$ cat src/rtl/acc_bank.sv
// Multi-channel signed accumulator bank: sums TERMS input vectors per channel and
// hands each result out through a one-deep valid/ready output register.
module acc_bank #(
  parameter int IN_W     = 32,
  parameter int ACC_W    = 40,
  parameter int N_CH     = 4,
  parameter int TERMS    = 8,
  parameter int SATURATE = 1
) (
  input  logic                    clk,
  input  logic                    reset_n,
  input  logic                    i_clear,
  input  logic                    i_valid,
  output logic                    o_ready,
  input  logic [N_CH*IN_W-1:0]    i_data,
  output logic                    o_valid,
  input  logic                    i_ready,
  output logic [N_CH*ACC_W-1:0]   o_data,
  output logic [N_CH-1:0]         o_overflow
);

  localparam int CNT_W = (TERMS > 1) ? $clog2(TERMS) : 1;
  localparam logic [ACC_W-1:0] ACC_MAX = {1'b0, {(ACC_W-1){1'b1}}};
  localparam logic [ACC_W-1:0] ACC_MIN = {1'b1, {(ACC_W-1){1'b0}}};

  logic [N_CH-1:0][ACC_W-1:0] acc_r;
  logic [N_CH-1:0][ACC_W-1:0] sum_s;
  logic [N_CH-1:0]            ovf_s;
  logic [N_CH-1:0]            sticky_r;
  logic [CNT_W-1:0]           cnt_r;
  logic                       last_s;
  logic                       in_xfer_s;
  logic                       out_xfer_s;
  logic                       load_s;

  function automatic logic [ACC_W-1:0] sext(input logic [IN_W-1:0] t);
    return ACC_W'($signed(t));
  endfunction

  // Returns {overflow, result}; result is clamped or wrapped depending on SATURATE.
  function automatic logic [ACC_W:0] add_term(input logic [ACC_W-1:0] a,
                                              input logic [ACC_W-1:0] b);
    logic [ACC_W-1:0] s;
    logic             ov;
    s  = a + b;
    ov = (a[ACC_W-1] == b[ACC_W-1]) && (s[ACC_W-1] != a[ACC_W-1]);
    if (ov && (SATURATE != 0)) begin
      s = a[ACC_W-1] ? ACC_MIN : ACC_MAX;
    end
    return {ov, s};
  endfunction

  assign last_s     = (cnt_r == CNT_W'(TERMS - 1));
  // Only the final term can stall: it needs the output register free or draining.
  assign o_ready    = !(last_s && o_valid && !i_ready);
  assign in_xfer_s  = i_valid && o_ready;
  assign out_xfer_s = o_valid && i_ready;
  assign load_s     = in_xfer_s && last_s && !i_clear;

  // Per-channel next sums and overflow detection
  always_comb begin
    sum_s = '0;
    ovf_s = '0;
    for (int k = 0; k < N_CH; k++) begin
      {ovf_s[k], sum_s[k]} = add_term(acc_r[k], sext(i_data[k*IN_W +: IN_W]));
    end
  end

  // Accumulators, term counter and sticky overflow flags
  always_ff @(posedge clk or negedge reset_n) begin
    if (!reset_n) begin
      acc_r    <= '0;
      cnt_r    <= '0;
      sticky_r <= '0;
    end else if (i_clear || (in_xfer_s && last_s)) begin
      acc_r    <= '0;
      cnt_r    <= '0;
      sticky_r <= '0;
    end else if (in_xfer_s) begin
      acc_r    <= sum_s;
      cnt_r    <= cnt_r + CNT_W'(1);
      sticky_r <= sticky_r | ovf_s;
    end
  end

  // Output result register: load on the final term, drop valid once consumed
  always_ff @(posedge clk or negedge reset_n) begin
    if (!reset_n) begin
      o_valid    <= 1'b0;
      o_data     <= '0;
      o_overflow <= '0;
    end else if (load_s) begin
      o_valid    <= 1'b1;
      o_data     <= sum_s;
      o_overflow <= sticky_r | ovf_s;
    end else if (out_xfer_s) begin
      o_valid    <= 1'b0;
    end
  end

endmodule

$ cat config.mk
export PLATFORM = sky130hd
export DESIGN_NAME = acc_bank
export DESIGN_NICKNAME = d
export VERILOG_FILES = /design/src/rtl/acc_bank.sv
export SDC_FILE = /design/constraint.sdc
export NUM_CORES = 1
export LEC_CHECK = 0
export BUFFER_PORTS_ARGS = -buffer_cell sky130_fd_sc_hd__clkbuf_2
export CAP_MARGIN = 20
export CORE_MARGIN = 3
export CORE_UTILIZATION = 57
export DETAILED_ROUTE_END_ITERATION = 10
export GPL_TIMING_DRIVEN = 0
export PLACE_DENSITY = 0.83
export RECOVER_POWER = 50
export SETUP_SLACK_MARGIN = 0.2
export SLEW_MARGIN = 20
export SYNTH_ARGS = -nofsm -noshare
export SYNTH_HDL_FRONTEND = slang
export SYNTH_SLANG_ARGS = --single-unit
$ cat constraint.sdc
create_clock -name clk -period 3.4 [get_ports clk]
set_input_delay 0.17 -clock clk [delete_from_list [all_inputs] [get_ports clk]]
set_output_delay 0.17 -clock clk [all_outputs]
set_load 0.05 [all_outputs]
* Yosys cells after proc, flatten, opt, wreduce, memory -nomap -nowiden
Index checks and enable logic that the tools add are counted. Widths: inputs -> output; s select.
Storage, ports and cells: flip-flop bits (word level) 332, output and inout port bits 166, word-level logic and storage cells 56
Cells by class: add/subtract/negate cells 5, equal/unequal tests 9, mux-type cells 16, bitwise operators 1, reduce and logical (&&, ||, !) cells 16
Operators by type and width (count):
- $mux 160 | 2
- $mux 40 | 8
- $add 40x40->40 | 4
- $logic_and 1x1->1 | 10
- $mux 4 | 2
- $mux 3 | 2
- $eq 1x1->1 | 4
- $ne 1x1->1 | 4
- $or 4x4->4 | 1
- $reduce_bool 2->1 | 2
- $add 3x1->3 const B | 1
- $eq 3x3->1 const B | 1
- $logic_not 1->1 | 3
- $mux 1 | 2
- $logic_or 1x1->1 | 1

* Depth between registers and ports, before layout
word-level depth 8, gate-level depth with buffers 14, depth with buffers taken out 13

* Least setup slack after synthesis
No wires, ideal clock.
path type register to register, from register acc_r[120] (netlist bit), to register acc_r[158] (netlist bit), library setup time 126 ps, arrival time 2886 ps, slack 388 ps, cell stages (with the launch flop) 14, path buffers 0, period minus slack after synthesis 3012 ps, cell sequence dfrtp_1 ha_1 inv_1 fa_1 nand2b_1 a21oi_1 o31ai_1 a32oi_2 a21oi_2 o41ai_2 nor2_1 o21ai_0 xor2_1 a221o_1
Between the ends: word-level cells in the longest chain between the ends 6
Ends and longest elaborated chain:
- start: declaration | RTL line 26 | logic [N_CH-1:0][ACC_W-1:0] acc_r;
- start signal: assignment | RTL line 80 | acc_r <= sum_s;
- $add 40x40->40 * | RTL line 45 | s = a + b;
- $ne 1x1->1 | RTL line 46 | ov = (a[ACC_W-1] == b[ACC_W-1]) && (s[ACC_W-1] != a[ACC_W-1]);
- $logic_and 1x1->1 | RTL line 46
- $mux 40 * | RTL line 47 | if (ov && (SATURATE != 0)) begin
- $mux 160 * | RTL line 79 | end else if (in_xfer_s) begin
- $mux 160 * | RTL line 75 | end else if (i_clear || (in_xfer_s && last_s)) begin
Mark *: on every way between the ends. The rest lies on a longest branch, timed or not. The select of a mux whose other input is x is not followed. A chain may end at the register's enable or synchronous reset.

* Final worst setup path
from register acc_r[80] (netlist bit), to register o_data[116]
Between the ends: word-level cells in the longest chain between the ends 4
Ends and longest elaborated chain:
- $add 40x40->40 * | RTL line 45
- $ne 1x1->1 | RTL line 46
- $logic_and 1x1->1 | RTL line 46
- $mux 40 * | RTL line 47
- end signal: assignment | RTL line 94 | o_data <= sum_s;
- end: declaration | RTL line 18 | output logic [N_CH*ACC_W-1:0] o_data,
Mark *: on every way between the ends. The rest lies on a longest branch, timed or not.

==> reports/metrics.csv <==
metric,value,unit
routed len/inst,22.0,microns
hold crit path type,primary input to flop,
grt met3 use,7.11,%
initial antenna violation count,2,
routability cong.,0.945,
M2 GR Usage,55.0,%
Max Cap Viol,1,
clock latency on the worst-skew pair,570,ps
CP Class,flop to flop,
WP depth,13,
Power Density,587,nW/um^2
diode count,0,
Antenna Violating Nets Remaining,0,
Hold Startpoint,i_data[64],
routed vias,20846,
Netlist cell types,91,
DP Wirelength,51400,microns
# setup viols final,0,
Ports,299,
RR Endpoint,o_data[116]$_DFFE_PN0P_,
CP max stage delay,380,ps
RSZ-0062 raised after global routing,yes,
final hold vios,0,
CP required,3840,ps
Area growth syn-to-layout,23.3,%
DRT iter0 DRCs,1758,
core footprint,36100,sq um
CP top delay family,compound AO/OA/AOI/OAI gates,
Reg-to-Reg Start,acc_r[80]$_DFFE_PN0P_,
share of cells above drive strength 1,18.9,%
flop and latch count out of synthesis,332,
Clock transition at path regs,60,ps
Setup crit end kind,flop,
syn avg cell area,8.99,sq um
Max Fanout on Critical Path,3,
root buffer cell,clkbuf_16,
chip width,199,microns
die area,39500,sq um
layout filler cell count,2743,
"worst slack, placed",-446,ps
status,finished with violations,
IO buf count,298,
Reg2Reg Setup Slack,160,ps
element type at the critical path start,flop,
Post-synth ARST share,100,%
Synth Instances,2354,
CTS tree,done,
# DRC,0,
global-route wire length before repair,108000,microns
CTS Buffer Depth,3,
GRT Total Usage,34.4,%
largest net degree at the start of global routing,97,
drt total wl,71500,microns
TritonCTS Buffers,37,
Vias per Instance,6.42,
Max VDD drop,452,uV
clock sinks,332,
Pleak,12.5,nW
WP buf/inv,1,
final worst slack,160,ps
Pre-antenna DRT Iters,6,
critical path data arrival time,3680,ps
post-synth net total,2649,
"Cell Chain, Critical Path","ha_4, inv_2, fa_2, nor2b_2, o211ai_1, a21boi_2, a211oi_2, o31ai_2, a41oi_2, nand3b_1, o21ai_2, xor2_2, a221o_1",
number of global-route vias before repair,20008,
max-slew violation count,74,
yosys warns,0,
hold depth,4,
Synth Cell Area,21200,sq um
remaining global-route overflow,0,
min Tclk post-route,3240,ps
hold path endpoint,acc_r[80]$_DFFE_PN0P_,
clk_skew,15.8,ps
failing checks,"max-capacitance violations, max-slew violations",
Final Cycle Share,95.3,%
met1 usage,46.1,%
Max transition margin,-25.7,%
Tot Pwr,15.3,mW
Worst Tran Pin Value,1890,ps
final net count,3058,
CTS H-tree lvls,2,
Chip Height,199,microns
"EDFF count, synth",0,
fmax,0.309,GHz
Synth Flop Type,dfrtp_1,
"Seq/Total Area, Yosys",39.3,%
FF/Latch Area,8310,sq um
Multi-input gate area,13300,sq um
R2R depth,13,
num rows,69,
Initial Util,58.6,%
Crit-path slowest cell,dfrtp_1,
Top Usage Layer GRT,met2,
[flip-flops by register name, summed over array words and instances, names as in the netlist]
name	flops
acc_r	160
o_data	160
o_overflow	4
sticky_r	4
cnt_r	3
o_valid	1
[layout make-up]
type	count	area share (%)
clock inverter	10	0.408
timing repair buffer	370	7.29
sequential	332	31.8
multi-input combinational	1851	50.8
inverter	40	0.576
clock buffer	52	4.20
buffer	131	2.67
tap	461	2.21
[metal layers]
layer | wire length (microns) | part of all wire, % | up-vias
met3 | 6440 | 9.0 | 204
met5 | 27 | 0.038 | -
met4 | 3180 | 4.5 | 4
met1 | 28800 | 40 | 10139
li1 | - | - | 9427
met2 | 33100 | 46 | 1072
[cells in the final DEF, fill, tap and decap left out, types with 8 or more instances in the layout]
master,netlist,final
o21ai_0,278,260
buf_4,1,68
inv_1,40,38
nand2b_1,23,20
mux2_2,16,16
o21ai_1,7,20
xor2_1,50,48
a21oi_4,0,9
o21a_1,20,20
a21oi_1,244,212
a22o_1,24,24
ha_1,158,133
and3_1,15,15
clkbuf_2,1,158
ha_4,0,19
clkbuf_8,0,8
o211ai_1,18,18
xnor2_1,81,76
nor2b_1,14,12
nand4_1,25,25
a21oi_2,5,28
a211oi_2,0,8
clkbuf_1,111,241
a211o_1,10,10
a211oi_1,19,11
clkbuf_16,0,40
buf_6,1,15
or3_1,22,16
nor2_4,2,9
nor3_1,16,11
buf_2,16,9
a31oi_1,28,24
dfrtp_1,332,332
a21o_1,90,89
nor2_1,107,97
nand3_1,31,29
nand2_1,335,332
o21bai_1,20,19
a221o_1,64,64
[tightest hold or removal path, stage by stage]
cell and delay (ps):
clkbuf_2 110, ha_4 140, o21ai_0 70, nand2_1 60
[logic make-up after synthesis]
logic type	after synthesis	synth area share (%)
multiplexers	20	1.04
adder cells (fa/ha/maj)	166	9.91
XOR/XNOR	131	5.42
AND/OR/NAND/NOR	635	13.7
AO/OA/AOI/OAI	899	27.4
buffers and inverters	171	3.19
flip-flops	332	39.3
[through the flow]
step / utilization, % / setup TNS, ps / area, sq um / hold slack [ps] / instances
2_1_floorplan: - / 0 / 21200 / -126 / 2354
3_3_place_gp: 64.3 / -1634370 / 23200 / 409 / 3113
3_5_place_dp: 64.6 / -31810 / 23300 / 227 / 3116
4_1_cts: 69.5 / 0 / 25100 / 5.77 / 3200
5_1_grt: 72.3 / -9.23 / 26100 / 28.1 / 3247
6_report: 72.3 / 0 / 26100 / 20.0 / 3247
[power by group]
| part | leakage [nW] | switching [mW] | internal [mW] |
|---|---|---|---|
| Clock | 0.594 | 1.70 | 2.39 |
| Sequential | 4.53 | 0.295 | 4.37 |
| Combinational | 7.36 | 3.85 | 2.72 |
[worst max-delay path by stage]
stage / from / to / slack (ps)
global route: acc_r[80]$_DFFE_PN0P_ / o_data[112]$_DFFE_PN0P_ / -9
detailed placement: cnt_r[0]$_DFFE_PN0P_ / o_data[69]$_DFFE_PN0P_ / -450
CTS: acc_r[72]$_DFFE_PN0P_ / o_data[74]$_DFFE_PN0P_ / 170
global placement: reset_n / acc_r[61]$_DFFE_PN0P_ / -4870
floorplan: acc_r[120]$_DFFE_PN0P_ / acc_r[158]$_DFFE_PN0P_ / 390
finish: acc_r[80]$_DFFE_PN0P_ / o_data[116]$_DFFE_PN0P_ / 160
[synth_stat cells (18+ instances only)]
| library cell | n | area (sq um) |
|---|---|---|
| a211oi_1 | 19 | 143 |
| nor2_1 | 107 | 402 |
| inv_1 | 40 | 150 |
| nand2_1 | 335 | 1260 |
| nand3_1 | 31 | 155 |
| a221o_1 | 64 | 641 |
| o21a_1 | 20 | 150 |
| or3_1 | 22 | 138 |
| a31oi_1 | 28 | 175 |
| o21bai_1 | 20 | 150 |
| xor2_1 | 50 | 438 |
| a21oi_1 | 244 | 1220 |
| xnor2_1 | 81 | 709 |
| dfrtp_1 | 332 | 8310 |
| nand2b_1 | 23 | 144 |
| a21o_1 | 90 | 676 |
| a22o_1 | 24 | 210 |
| nand4_1 | 25 | 156 |
| o211ai_1 | 18 | 135 |
| ha_1 | 158 | 1980 |
| clkbuf_1 | 111 | 417 |
| o21ai_0 | 278 | 1390 |
[repair_timing]
action | 4_1_cts | 5_1_grt
buffers inserted | 18 | 46
pin swaps | 23 | 88
gates resized for setup | 99 | 243
endpoints found under the hold margin | 73 | 0
cloned | 1 | 1
endpoints found under the setup margin | 307 | 311
hold buffers | 3 | 0
No activity file was read; power rests on OpenSTA's default activity.
